`src/rtl/instr_mem_arbiter.sv`:
```
// Arbitrates the single-port instruction RAM between CPU fetch and host/debug masters.
// Optional write protection of the low program region: define IMEM_ARB_WRITE_PROT_EN.
module instr_mem_arbiter #(
    parameter int ADDR_W        = 10,
    parameter int DATA_W        = 32,
    parameter int MAX_FETCH_RUN = 8,
    parameter int PROT_TOP      = 256
) (
    input  logic              clk,
    input  logic              reset_n,
    input  logic              f_read,
    input  logic [ADDR_W-1:0] f_address,
    output logic              f_waitrequest,
    output logic [DATA_W-1:0] f_readdata,
    output logic              f_readdatavalid,
    input  logic              h_read,
    input  logic              h_write,
    input  logic [ADDR_W-1:0] h_address,
    input  logic [3:0]        h_byteenable,
    input  logic [DATA_W-1:0] h_writedata,
    output logic              h_waitrequest,
    output logic [DATA_W-1:0] h_readdata,
    output logic              h_readdatavalid,
    input  logic              h_stall_req,
    output logic              h_stall_ack,
    output logic [ADDR_W-1:0] mem_address,
    output logic [3:0]        mem_byteenable,
    output logic              mem_chipselect,
    output logic              mem_write,
    output logic [DATA_W-1:0] mem_writedata,
    input  logic [DATA_W-1:0] mem_readdata,
    output logic              mem_clken,
    output logic              wr_error
);

    if (MAX_FETCH_RUN < 1 || MAX_FETCH_RUN > 255 || PROT_TOP < 0 || PROT_TOP > (1 << ADDR_W)) begin : g_param_check
        $error("instr_mem_arbiter: parameter out of range");
    end

    typedef enum logic [1:0] {
        ST_SHARED,
        ST_DRAIN,
        ST_EXCL
    } state_e;

    localparam logic [7:0] RUN_LIMIT = 8'(MAX_FETCH_RUN);

    state_e     state_q;
    logic [7:0] run_q, run_d;
    logic       f_rvalid_q, h_rvalid_q, ack_q;
    logic       h_req, f_elig, gnt_f, gnt_h, wr_drop;

    assign h_req  = h_read | h_write;
    assign f_elig = f_read & (state_q == ST_SHARED);

    always_comb begin
        gnt_f = 1'b0;
        gnt_h = 1'b0;
        if (f_elig && h_req) begin
            if (run_q < RUN_LIMIT) gnt_f = 1'b1;
            else                   gnt_h = 1'b1;
        end else begin
            gnt_f = f_elig;
            gnt_h = h_req;
        end
    end

    // Only contested fetch wins extend the run; an unopposed fetch leaves it alone.
    always_comb begin
        run_d = run_q;
        if (gnt_h)                                 run_d = '0;
        else if (gnt_f && h_req && run_q != 8'hFF) run_d = run_q + 8'd1;
    end

`ifdef IMEM_ARB_WRITE_PROT_EN
    localparam logic [ADDR_W:0] PROT_LIM = (ADDR_W+1)'(PROT_TOP);
    logic werr_q;

    // Dropped writes still complete the handshake so the host never stalls on them.
    assign wr_drop = gnt_h & h_write & (state_q != ST_EXCL) & ({1'b0, h_address} < PROT_LIM);

    always_ff @(posedge clk or negedge reset_n) begin
        if (!reset_n) werr_q <= 1'b0;
        else          werr_q <= wr_drop;
    end
    assign wr_error = werr_q;
`else
    assign wr_drop  = 1'b0;
    assign wr_error = 1'b0;
`endif

    always_ff @(posedge clk or negedge reset_n) begin
        if (!reset_n) begin
            state_q    <= ST_SHARED;
            run_q      <= '0;
            f_rvalid_q <= 1'b0;
            h_rvalid_q <= 1'b0;
            ack_q      <= 1'b0;
        end else begin
            run_q      <= run_d;
            f_rvalid_q <= gnt_f;
            h_rvalid_q <= gnt_h & h_read;
            case (state_q)
                ST_SHARED: begin
                    if (h_stall_req) state_q <= ST_DRAIN;
                end
                ST_DRAIN: begin
                    if (!h_stall_req) begin
                        state_q <= ST_SHARED;
                    end else if (!gnt_f) begin
                        state_q <= ST_EXCL;
                        ack_q   <= 1'b1;
                    end
                end
                ST_EXCL: begin
                    if (!h_stall_req) begin
                        state_q <= ST_SHARED;
                        ack_q   <= 1'b0;
                    end
                end
                default: begin
                    state_q <= ST_SHARED;
                    ack_q   <= 1'b0;
                end
            endcase
        end
    end

    assign f_waitrequest   = f_read & ~gnt_f;
    assign h_waitrequest   = h_req & ~gnt_h;
    assign mem_chipselect  = (gnt_f | gnt_h) & ~wr_drop;
    assign mem_write       = gnt_h & h_write & ~wr_drop;
    assign mem_address     = gnt_f ? f_address : h_address;
    assign mem_byteenable  = gnt_f ? 4'hF : h_byteenable;
    assign mem_writedata   = h_writedata;
    assign mem_clken       = 1'b1;
    assign f_readdata      = mem_readdata;
    assign h_readdata      = mem_readdata;
    assign f_readdatavalid = f_rvalid_q;
    assign h_readdatavalid = h_rvalid_q;
    assign h_stall_ack     = ack_q;

endmodule

```
`config.mk`:
```
export PLATFORM = sky130hd
export DESIGN_NAME = instr_mem_arbiter
export DESIGN_NICKNAME = d
export VERILOG_FILES = /design/src/rtl/instr_mem_arbiter.sv
export SDC_FILE = /design/constraint.sdc
export NUM_CORES = 1
export LEC_CHECK = 0
export ABC_AREA = 1
export CAP_MARGIN = 5
export CORE_AREA = 2 2 82 84
export CTS_CLUSTER_SIZE = 40
export DETAILED_ROUTE_END_ITERATION = 10
export DIE_AREA = 0 0 84 86
export DONT_BUFFER_PORTS = 1
export SLEW_MARGIN = 20
export SYNTH_ARGS = -nofsm -noshare
export SYNTH_HDL_FRONTEND = slang
export SYNTH_SLANG_ARGS = --single-unit
```
`constraint.sdc`:
```
create_clock -name clk -period 1.5 [get_ports clk]
set_input_delay 0.375 -clock clk [delete_from_list [all_inputs] [get_ports clk]]
set_output_delay 0.375 -clock clk [all_outputs]
set_load 0.01 [all_outputs]
```
==> results.py <==
metrics = {
    "synthesis": {
        "ys_seq_elements": 13,
        "synth_area_um2": 1570,
        "async_flop_share": 1.00,
        "yosysUniqueCellTypes": 19,
        "yosys_most_used_dff": "dfrtp_1",
        "yosysTopAreaCellShare": 0.474,
        "synth_edf_count": 0,
        "avgSynthCellArea_um2": 7.46,
        "yosysSeqAreaShare": 0.208,
        "syn_nets": 305,
        "synthTopCellsByCount": "buf_4, nand2_1, inv_1",
        "yosysMostFrequentCell": "buf_4",
        "synth_area_leaders": "buf_4, dfrtp_1, nand2_1",
        "ys.warnings.count": 0,
        "yosysTopAreaCell": "buf_4",
        "syn_inst": 210,
    },
    "timing": {
        "tightestPinTransition_ps": 573,
        "post-route-period-util": 1.13,
        "tns_ps": -3050,
        "fmaxAchievable_ghz": 0.590,
        "hold_violations": 0,
        "relSlewSlack": 0.617,
        "fin_skew_ps": 0.811,
        "post-route-min-period_ps": 1690,
        "slew_violations": 0,
        "setup_ws_ps": -195,
        "grt_setup_unrepaired": "yes",
        "setup-violations-final": 18,
    },
    "floorplanning": {
        "core_um2": 6280,
        "fp-row-count": 29,
        "dieHeight_um": 86,
        "start_util": 0.250,
        "die_area_um2": 7220,
        "boundaryPins": 213,
        "die_x_um": 84,
    },
    "power_and_ir_drop": {
        "power_w": 0.00142,
        "p_leak_nw": 0.608,
        "seqPwrFrac": 0.328,
        "power_density_nw_per_um2": 1250,
        "swShare": 0.397,
        "p_switching_w": 0.000563,
        "pwr-share-clk": 0.231,
        "comb_power_share": 0.441,
        "irDropWorstVdd_mv": 0.266,
        "intPower_w": 0.000857,
    },
    "detailed_routing": {
        "viasPerCell": 3.92,
        "avgRoutedWirePerCell_um": 14.7,
        "postRouteWirelength_mm": 3.02,
        "vias": 803,
        "drtPass1Iterations": 4,
        "drc": 0,
        "ant_nets": 0,
        "drt-initial-drc-count": 45,
    },
    "placement": {
        "dp_hpwl_mm": 2.43,
        "io_buffers": 0,
        "dpl_cell_area_um2": 1000,
        "gp_congestion": 0.814,
        "pre_cts_ws_ps": 27.5,
        "placed_cells": 198,
    },
    "job": {
        "cap_violations": 0,
    },
    "setup_path": {
        "regToRegSetupSlack_ps": 180,
        "crit_end": "mem_address[3]",
        "reg2reg_to": "run_q[2]$_DFFE_PN0P_",
        "critPathKind": "reg2out",
        "end_kind": "output port",
        "worstReg2RegStart": "run_q[6]$_DFFE_PN0P_",
        "worstPathRequired_ps": 1120,
        "critical_path.max_fanout": 14,
        "start_kind": "register",
        "worst_ep_arrival_time_ps": 1320,
        "worst_r2r_path_depth": 7,
        "crit_start": "run_q[6]$_DFFE_PN0P_",
    },
    "global_routing": {
        "grt_overflow": 0,
        "track_usage": 0.0752,
        "grt_use_met1": 0.0797,
        "antenna_found_initial": 0,
        "met3_usage": 0.0462,
        "top_usage_layer": "met2",
        "grtUsageMet2": 0.0975,
        "grt_max_degree": 15,
        "grt_pass1_vias": 769,
        "grt_pass1_wl_mm": 4.11,
    },
    "finish": {
        "drive_gt1_frac": 0.352,
        "stdcell_count": 205,
        "finalNetCount": 224,
        "syn_to_final_growth_pct": -27.5,
        "antenna_cells": 0,
        "design_area_um2": 1140,
    },
    "clock_tree": {
        "clock-sinks": 13,
        "cts_made_buffers": 3,
        "clkTransAtPathRegs_ps": 60,
        "insertion_delay_ps": 250,
        "cts_tree": "yes",
        "clk_path_buf_depth": 2,
        "root_buffer": "clkbuf_8",
        "htree_num_levels": 1,
    },
    "hold_path": {
        "hold_class": "in2reg",
    },
    "outcome": {
        "violations": "negative setup slack",
        "outcome": "finished, violations left",
    },
}
## repair_timing
item                       in CTS  in global routing
pin swaps                       4                  2
setup endpoints to repair      18                 18
hold endpoints to repair       13                  0
buffers inserted                2                  0
gates resized for setup        23                  0
hold buffers                    1                  0
## layer usage
metal	share of wire	vias up	wire length, um
met5	0	-	0
met4	0.059	0	178
met3	0.14	30	422
met2	0.44	46	1330
met1	0.36	357	1090
li1	-	370	-
## worst min path at each step
stage | startpoint | endpoint | slack [ps] | depth (start not counted)
floorplan | reset_n | f_readdatavalid$_DFF_PN0_ | 80 | 0
global placement | reset_n | f_readdatavalid$_DFF_PN0_ | 80 | 0
detailed placement | reset_n | f_readdatavalid$_DFF_PN0_ | 80 | 0
CTS | h_stall_req | state_q[0]$_DFFE_PN0P_ | 260 | 2
global route | h_stall_req | state_q[0]$_DFFE_PN0P_ | 260 | 2
finish | h_stall_req | state_q[0]$_DFFE_PN0P_ | 260 | 2
## critical path, cell delays in order (launching register included)
cell     delay (ps)
dfrtp_1         380
nor2_2          150
nand3_4          90
nand2_4          90
nand2_4          60
buf_12          140
nand2_1          70
nand2_2          70
## metrics by stage
| stage | hold WS, ps | utilization |
|---|---|---|
| final | 256 | 0.181 |
| after global routing | 262 | 0.181 |
| after CTS | 257 | 0.181 |
| after detailed placement | 79.6 | 0.159 |
| after global placement | 79.6 | 0.159 |
| after floorplan | 79.4 | - |
## cell type report
cell class	instances	area, um^2
fill	698	5140
multi-input combinational	76	459
inverter	20	75.1
tap	77	96.3
clock buffer	4	45.0
timing repair buffer	15	135
sequential	13	325
## logic make-up after synthesis
logic type | synth area share
DFF | 0.208
xor gates and xnor gates | 0.00559
and+or+nand+nor | 0.220
other | 0.00479
buffers and inverters | 0.537
AOI/OAI and AO/OA | 0.0176
adders and majority gates | 0.00799
## cell usage in the layout, fill, tap and decap left out, drive strengths merged
master,Yosys,layout
nand2,38,38
inv,20,20
nand3,15,15
buf,101,14
dfrtp,13,13
nor2,13,13
o21ai,4,4
clkbuf,0,4
conb,2,2
o21a,1,1
nand4,1,1
xor2,1,1
ha,1,1
dlygate4sd3,0,1
## power groups by stage
| stage | sequential, W | combinational (W) | clock (W) |
|---|---|---|---|
| final | 0.000466 | 0.000627 | 0.000328 |
| after global routing | 0.000474 | 0.000689 | 0.000344 |
| after global placement | 0.000474 | 0.000511 | 0 |
| after CTS | 0.000468 | 0.000632 | 0.000331 |
| after floorplan | 0.000463 | 0.000648 | 0 |
| after detailed placement | 0.000476 | 0.000517 | 0 |
## flip-flops by register name (all words and copies together), names as in the netlist
register         count
h_stall_ack          1
f_readdatavalid      1
h_readdatavalid      1
run_q                8
state_q              2
Note: power is estimated with default switching activity, not from simulation.
